File: config.mk
export PLATFORM = sky130hd
export DESIGN_NAME = bypass_rx_route_decoder
export DESIGN_NICKNAME = d
export VERILOG_FILES = /design/src/rtl/bypass_rx_route_decoder.sv
export SDC_FILE = /design/constraint.sdc
export NUM_CORES = 2
export LEC_CHECK = 0
export CAP_MARGIN = 20
export CORE_AREA = 2 2 703 705
export DETAILED_ROUTE_END_ITERATION = 7
export DIE_AREA = 0 0 705 707
export PLACE_DENSITY = 0.44
export REMOVE_ABC_BUFFERS = 1
export SLEW_MARGIN = 20
export SYNTH_ARGS = -nofsm -noshare
export SYNTH_HDL_FRONTEND = slang
export SYNTH_SLANG_ARGS = --single-unit
File: constraint.sdc
create_clock -name aclk -period 27 [get_ports aclk]
set_clock_uncertainty 0.15 [all_clocks]
set_input_delay 5.4 -clock aclk [delete_from_list [all_inputs] [get_ports aclk]]
set_output_delay 5.4 -clock aclk [all_outputs]
set_load 0.02 [all_outputs]
File: src/rtl/bypass_rx_route_decoder.sv
// Route decoder at the vIO Switch egress of a vFIU.
// Checks each packet's route_id (tdest) against this vFPGA and steers it
// to the bypass RX sink or the general sink, or drops it whole.
// Ports:
//   aclk/aresetn      clock, synchronous active-low reset
//   s_axis_*          input stream from the switch (tdest = route_id)
//   m_byp_*           bypass RX sink
//   m_oth_*           general sink (tid = sender_id, tuser = flags)
//   drop_cnt/pulse    saturating dropped-packet count, per-drop pulse

module bypass_rx_route_decoder_skid #(
  parameter int W = 8
) (
  input  logic         aclk,
  input  logic         aresetn,
  input  logic         push,
  input  logic [W-1:0] din,
  output logic         full,
  output logic         valid,
  input  logic         ready,
  output logic [W-1:0] dout
);
  logic [W-1:0] mem [2];
  logic         wp;
  logic         rp;
  logic [1:0]   cnt;
  logic         pop;

  assign pop   = valid && ready;
  assign valid = (cnt != 2'd0);
  assign full  = (cnt == 2'd2);
  assign dout  = mem[rp];

  always_ff @(posedge aclk) begin
    if (!aresetn) begin
      wp     <= 1'b0;
      rp     <= 1'b0;
      cnt    <= 2'd0;
      mem[0] <= '0;
      mem[1] <= '0;
    end else begin
      if (push) begin
        mem[wp] <= din;
        wp      <= ~wp;
      end
      if (pop) rp <= ~rp;
      cnt <= cnt + {1'b0, push} - {1'b0, pop};
    end
  end
endmodule

module bypass_rx_route_decoder #(
  parameter int         DATA_BITS      = 512,
  parameter int         N_REGIONS      = 4,
  parameter logic [3:0] VFID           = 4'd0,
  parameter logic [3:0] PORT_BYPASS_RX = 4'(N_REGIONS + 6),
  parameter int         CNT_BITS       = 32
) (
  input  logic                   aclk,
  input  logic                   aresetn,
  input  logic                   s_axis_tvalid,
  output logic                   s_axis_tready,
  input  logic [DATA_BITS-1:0]   s_axis_tdata,
  input  logic [DATA_BITS/8-1:0] s_axis_tkeep,
  input  logic                   s_axis_tlast,
  input  logic [13:0]            s_axis_tdest,
  output logic                   m_byp_tvalid,
  input  logic                   m_byp_tready,
  output logic [DATA_BITS-1:0]   m_byp_tdata,
  output logic [DATA_BITS/8-1:0] m_byp_tkeep,
  output logic                   m_byp_tlast,
  output logic                   m_oth_tvalid,
  input  logic                   m_oth_tready,
  output logic [DATA_BITS-1:0]   m_oth_tdata,
  output logic [DATA_BITS/8-1:0] m_oth_tkeep,
  output logic                   m_oth_tlast,
  output logic [3:0]             m_oth_tid,
  output logic [1:0]             m_oth_tuser,
  output logic [CNT_BITS-1:0]    drop_cnt,
  output logic                   drop_pulse
);
  localparam int KW = DATA_BITS / 8;
  localparam int BW = DATA_BITS + KW + 1;
  localparam int OW = BW + 6;

  localparam logic [1:0] S_IDLE     = 2'd0;
  localparam logic [1:0] S_PASS_BYP = 2'd1;
  localparam logic [1:0] S_PASS_OTH = 2'd2;
  localparam logic [1:0] S_DROP     = 2'd3;

  logic [1:0] state;
  logic [1:0] state_nxt;
  logic [1:0] dec;
  logic [1:0] tgt;
  logic [3:0] pkt_tid;
  logic [1:0] pkt_tuser;
  logic [3:0] cur_tid;
  logic [1:0] cur_tuser;
  logic       byp_full;
  logic       oth_full;
  logic       rdy;
  logic       accept;
  logic       push_byp;
  logic       push_oth;
  logic       drop_last;
  logic [BW-1:0] byp_dout;
  logic [OW-1:0] oth_dout;

  // decode of the beat currently on the input
  always_comb begin
    dec = S_PASS_OTH;
    if (s_axis_tdest[13:10] != 4'd0 ||
        s_axis_tdest[5:2] != VFID)
      dec = S_DROP;
    else if (s_axis_tdest[9:6] == PORT_BYPASS_RX)
      dec = S_PASS_BYP;
  end

  // in IDLE both buffers must have room since the target is not yet known
  always_comb begin
    rdy = 1'b0;
    tgt = state;
    unique case (1'b1)
      (state == S_IDLE): begin
        rdy = !byp_full && !oth_full;
        tgt = dec;
      end
      (state == S_PASS_BYP): rdy = !byp_full;
      (state == S_PASS_OTH): rdy = !oth_full;
      (state == S_DROP):     rdy = 1'b1;
    endcase
  end

  assign s_axis_tready = aresetn && rdy;
  assign accept    = s_axis_tvalid && s_axis_tready;
  assign push_byp  = accept && (tgt == S_PASS_BYP);
  assign push_oth  = accept && (tgt == S_PASS_OTH);
  assign drop_last = accept && (tgt == S_DROP) && s_axis_tlast;

  assign cur_tid   = (state == S_IDLE) ? s_axis_tdest[9:6] : pkt_tid;
  assign cur_tuser = (state == S_IDLE) ? s_axis_tdest[1:0] : pkt_tuser;

  always_comb begin
    state_nxt = state;
    if (accept) state_nxt = s_axis_tlast ? S_IDLE : tgt;
  end

  always_ff @(posedge aclk) begin
    if (!aresetn) begin
      state      <= S_IDLE;
      pkt_tid    <= 4'd0;
      pkt_tuser  <= 2'd0;
      drop_cnt   <= '0;
      drop_pulse <= 1'b0;
    end else begin
      state      <= state_nxt;
      drop_pulse <= drop_last;
      if (accept && state == S_IDLE) begin
        pkt_tid   <= s_axis_tdest[9:6];
        pkt_tuser <= s_axis_tdest[1:0];
      end
      if (drop_last && drop_cnt != '1)
        drop_cnt <= drop_cnt + CNT_BITS'(1);
    end
  end

  bypass_rx_route_decoder_skid #(.W(BW)) u_byp (
    .aclk    (aclk),
    .aresetn (aresetn),
    .push    (push_byp),
    .din     ({s_axis_tlast, s_axis_tkeep, s_axis_tdata}),
    .full    (byp_full),
    .valid   (m_byp_tvalid),
    .ready   (m_byp_tready),
    .dout    (byp_dout)
  );

  bypass_rx_route_decoder_skid #(.W(OW)) u_oth (
    .aclk    (aclk),
    .aresetn (aresetn),
    .push    (push_oth),
    .din     ({cur_tuser, cur_tid, s_axis_tlast,
               s_axis_tkeep, s_axis_tdata}),
    .full    (oth_full),
    .valid   (m_oth_tvalid),
    .ready   (m_oth_tready),
    .dout    (oth_dout)
  );

  assign {m_byp_tlast, m_byp_tkeep, m_byp_tdata} = byp_dout;
  assign {m_oth_tuser, m_oth_tid, m_oth_tlast,
          m_oth_tkeep, m_oth_tdata} = oth_dout;
endmodule

==> results.md <==
* Yosys top cell area share at approximately two thirds
* Core box area at 492000 µm²
* Per-instance average area after synthesis at 15.4 µm²
* EDFF count, synth at 2320
* Share of cells above drive strength 1 at about a fifth
* All-Layer GR Usage at about 17%
* Complex-gate fraction of the synthesized area at less than 1%
* Post-Synth Simple-Gate Area at 15.1%
* Unique masters post-synth at between 50 and 60
* Clk buf depth at 4
* Total via count in the routed design at 65.2k
* Power per standard cell area at between 80 and 90 nW/µm²
* Synthesized cell area at 102000 µm²
* Filler cells at roughly 50k
* Number of design-rule violations left by the first detailed-router iteration at 5147
* Area taken by flip-flops and latches at 70700 µm²
* Via count of the first global-routing pass at 65.3k
* Max-slew violations at 0
* Post-CTS setup buffers at 0
* Post-synthesis cell count at 6621
* Number of buffer and inverter stages on the critical path at 3
* Global-route wire length before repair at approximately 590 mm
* Synth area leader: edfxtp_1
* Die Outline Area at 498000 µm²
* R2R Setup Slk at 19820 ps
* Destination of the worst hold path: pkt_tuser[0]
* Setup repair after global routing missed its margin: false
* Fraction of the cycle the final worst path needs at 49.0%
* Leakage component of the power at 51.9 nW
* Routed via count divided by cell count at between 4 and 5
* Maximum number of pins on one net before global-route repair at 182
* Max Clock Freq at between 70 and 80 MHz
* Growth of design area from synthesis to finish at 33.7%
* Startpoint-to-endpoint class of the critical path: primary input to output pin
* Dominant register cell in the synthesized netlist: edfxtp_1
* Adder and majority gate portion of the synthesized area at less than 1%
* Die Width at 705 µm
* Post-Place Cells at about 14k
* Total grt overflow at 0
* Number of antenna violations at the first check in global routing at 261
* Crit path cell chain: clkdlybuf4s50_1, buf_4, and3_1, clkdlybuf4s50_1
* Outcome: complete, no violations
* Latest clock arrival within the worst-skew pair at about 900 ps
* FF+latch count, synth at 2371
* Element type at the critical path start: primary input
* Critical path's slowest cell: clkdlybuf4s50_1
* Data arrival time at the worst-slack endpoint at around 7700 ps
* Remaining max-slew budget at the tightest pin at 23.1%
* Data required time of the worst path at about 21000 ps
* Main combinational cell family by area after synthesis: simple AND/OR/NAND/NOR gates
* CP most frequent cell: clkdlybuf4s50_1
* Startpoint of the worst-slack reg-to-reg timing path: state[0]
* Nature of the critical path endpoint: output pin
* # nets final at 8887
* Placed wire-length estimate at 311 mm
* Multiplexer share of the synthesized area at 13.0%
* Cell count of the worst hold path at 2
* Register clock-pin slew on the reported worst setup and hold paths at around 60 ps
* Quantity of hold-fixing buffers added after cts at 0
* Count of buffers from port buffering at 1791
* Worst reg2reg path depth at 10
* Number of sinks on the clock net at 2371
* Number of failing setup endpoints in the final timing report at 0
* Post-CTS resize count at 0
* Part of the Yosys area used for sequential elements at 69.3%
* Final Critical Period at 13230 ps
* Cell types occupying the most area after synthesis: edfxtp_1, mux2_2, and3_1
* CTS root buf: clkbuf_16
* Multi-input combinational cell area at 29200 µm²
* Per-cell routed wire length at between 20 and 30 µm
* Number of CTS-inserted buffers at 292
* Kind of cell adding the most delay to the critical path: buffers and inverters
* Async SR Flop Fraction at 0%
* Post-detailed-route DRC marker count at 0
* Setup tns final at 0 ps
* Detailed-routing iteration count for the pre-antenna-repair pass at 5
* Die height at 707 µm
* Routability Congestion at 0.843
* R2R Path End: u_byp.mem[1][469]
* CTS H-tree lvls at 5
* Routed WL at 447 mm
* Number of antenna-violating nets in the routed design at 0
* Final non-filler cell total at 15.1k
* Largest driver fanout on the critical path at 17
* Tightest Hold Check Type: flip-flop to flip-flop
* CTS tree: built
* Row count at between 200 and 300
* Peak supply drop at roughly 0.050 mV
* Synth warn at 0
* Max-cap violation count at 0
* Number of ports placed on the die boundary at 1792
* Startpoint of the tightest hold check path: pkt_tuser[0]
* Crit-path max cell delay at approximately 850 ps
* Transition time of the tightest slew-check pin at roughly 1200 ps
* Post-synthesis share of cell area spent on xor and xnor gates at 0.0515%
* Number of hold violations in the final report at 0
* Initial standard-cell utilization of the core at 20.7%
[layout make-up]
| cell class | instances | area share [%] |
|---|---|---|
| Clock buffer | 364 | 5.73 |
| Clock inverter | 148 | 0.943 |
| Timing Repair Buffer | 1901 | 13.9 |
| Inverter | 10 | 0.0275 |
| Multi-Input combinational cell | 3711 | 21.4 |
| Sequential cell | 2371 | 51.9 |
| Tap cell | 6500 | 5.97 |
| Antenna cell | 80 | 0.147 |
[worst reg2reg max path, stage by stage, from the launching register on]
cell	delay (ps)
dfxtp_1	770
or3b_1	410
nand4_4	270
nor3_4	320
nand2_1	140
nand2_4	570
buf_4	850
buf_4	830
buf_4	810
buf_4	850
buf_4	790
[logic make-up after synthesis]
| kind of cell | Yosys count |
|---|---|
| AO/OA/AOI/OAI | 58 |
| buffers and inverters | 539 |
| flip-flops | 2371 |
| adder cells (fa/ha/maj) | 4 |
| XOR/XNOR | 6 |
| multiplexers | 1180 |
| AND/OR/NAND/NOR | 2463 |
[layer usage]
layer	up-vias	track usage [%]	share of wire (%)
met5	-	0	0.15
met1	33700	20.0	38
met2	2508	29.6	49
li1	28100	-	-
met3	864	5.71	8.7
met4	106	5.49	4.0
[metrics by stage]
step / utilization [%] / cell area (µm²) / power (mW) / hold WS, ps / setup WS [ps]
6_report: 27.7 / 136000 / 11.6 / 353 / 13770
5_1_grt: 27.7 / 136000 / 12.0 / 364 / 13700
4_1_cts: 27.7 / 136000 / 11.8 / 351 / 13770
3_5_place_dp: 25.8 / 127000 / 7.93 / 335 / 13770
3_3_place_gp: 25.8 / 127000 / 7.94 / 325 / 13830
2_1_floorplan: - / 99900 / 6.65 / 310 / -5640
[placed cells by master, fill, tap and decap left out, drive strengths merged, types with 2 or more instances in the layout]
cell	netlist	layout
nand2	29	29
diode	0	80
o311ai	4	4
o31ai	19	19
or3	5	5
nor4b	2	2
or2	4	4
clkbuf	474	364
and4	2	2
or4	16	16
a31oi	3	3
inv	10	22
clkinv	0	113
nand3	13	13
ha	4	4
mux2i	20	20
and2	1158	1158
dfxtp	51	51
edfxtp	2320	2320
nand2b	8	8
o211ai	2	2
o21ai	9	9
xnor2	4	4
nor3	9	9
clkdlybuf4s50	0	1791
xor2	2	2
buf	55	110
mux2	1160	1160
a21oi	18	18
nor2	28	28
nand4	10	10
bufinv	0	15
nor4	12	12
or3b	2	2
clkinvlp	0	8
and3	1161	1161
[where the power goes]
part | internal (mW) | leakage (nW) | switching, mW
registers | 4.25 | 24.4 | 0.0844
clock network | 2.20 | 4.44 | 1.62
logic | 1.46 | 23.1 | 2.03
[sequential cells by signal, summed over array words and instances, names as in the netlist, 2 cells and up, named ones only]
register / cells
state: 2
u_byp.mem: 1154
u_oth.cnt: 2
pkt_tuser: 2
u_byp.cnt: 2
u_oth.mem: 1166
pkt_tid: 4
drop_cnt: 32
[worst max path at each step]
| stage | from | to | slack (ps) | cells past startpoint |
|---|---|---|---|---|
| finish | aresetn | s_axis_tready | 13770 | 4 |
| global route | aresetn | s_axis_tready | 13700 | 4 |
| CTS | aresetn | s_axis_tready | 13770 | 4 |
| detailed placement | aresetn | s_axis_tready | 13770 | 4 |
| global placement | aresetn | s_axis_tready | 13830 | 4 |
| floorplan | s_axis_tdest[11] | u_oth.mem[0][0] | -5640 | 5 |
[cell usage after synthesis (2+ instances only)]
| library cell | count |
|---|---|
| or3b_1 | 2 |
| mux2i_1 | 20 |
| mux2_2 | 1160 |
| xnor2_1 | 4 |
| nor3_1 | 6 |
| xor2_1 | 2 |
| or4_1 | 16 |
| or2_2 | 3 |
| nor2_1 | 27 |
| nand2b_1 | 8 |
| nor4_1 | 8 |
| inv_1 | 9 |
| nand2_1 | 29 |
| o21ai_0 | 8 |
| nor4_2 | 2 |
| clkbuf_1 | 438 |
| nand4_1 | 7 |
| nor3_2 | 3 |
| and3_1 | 1161 |
| o311ai_0 | 4 |
| o31ai_1 | 19 |
| dfxtp_1 | 51 |
| buf_2 | 49 |
| ha_1 | 4 |
| o211ai_1 | 2 |
| buf_4 | 5 |
| nand4_2 | 2 |
| a31oi_1 | 3 |
| a21oi_1 | 18 |
| nand3_1 | 13 |
| or3_1 | 5 |
| and2_1 | 1158 |
| clkbuf_2 | 36 |
| nor4_4 | 2 |
| edfxtp_1 | 2320 |
(Power assumes the default switching activity.)
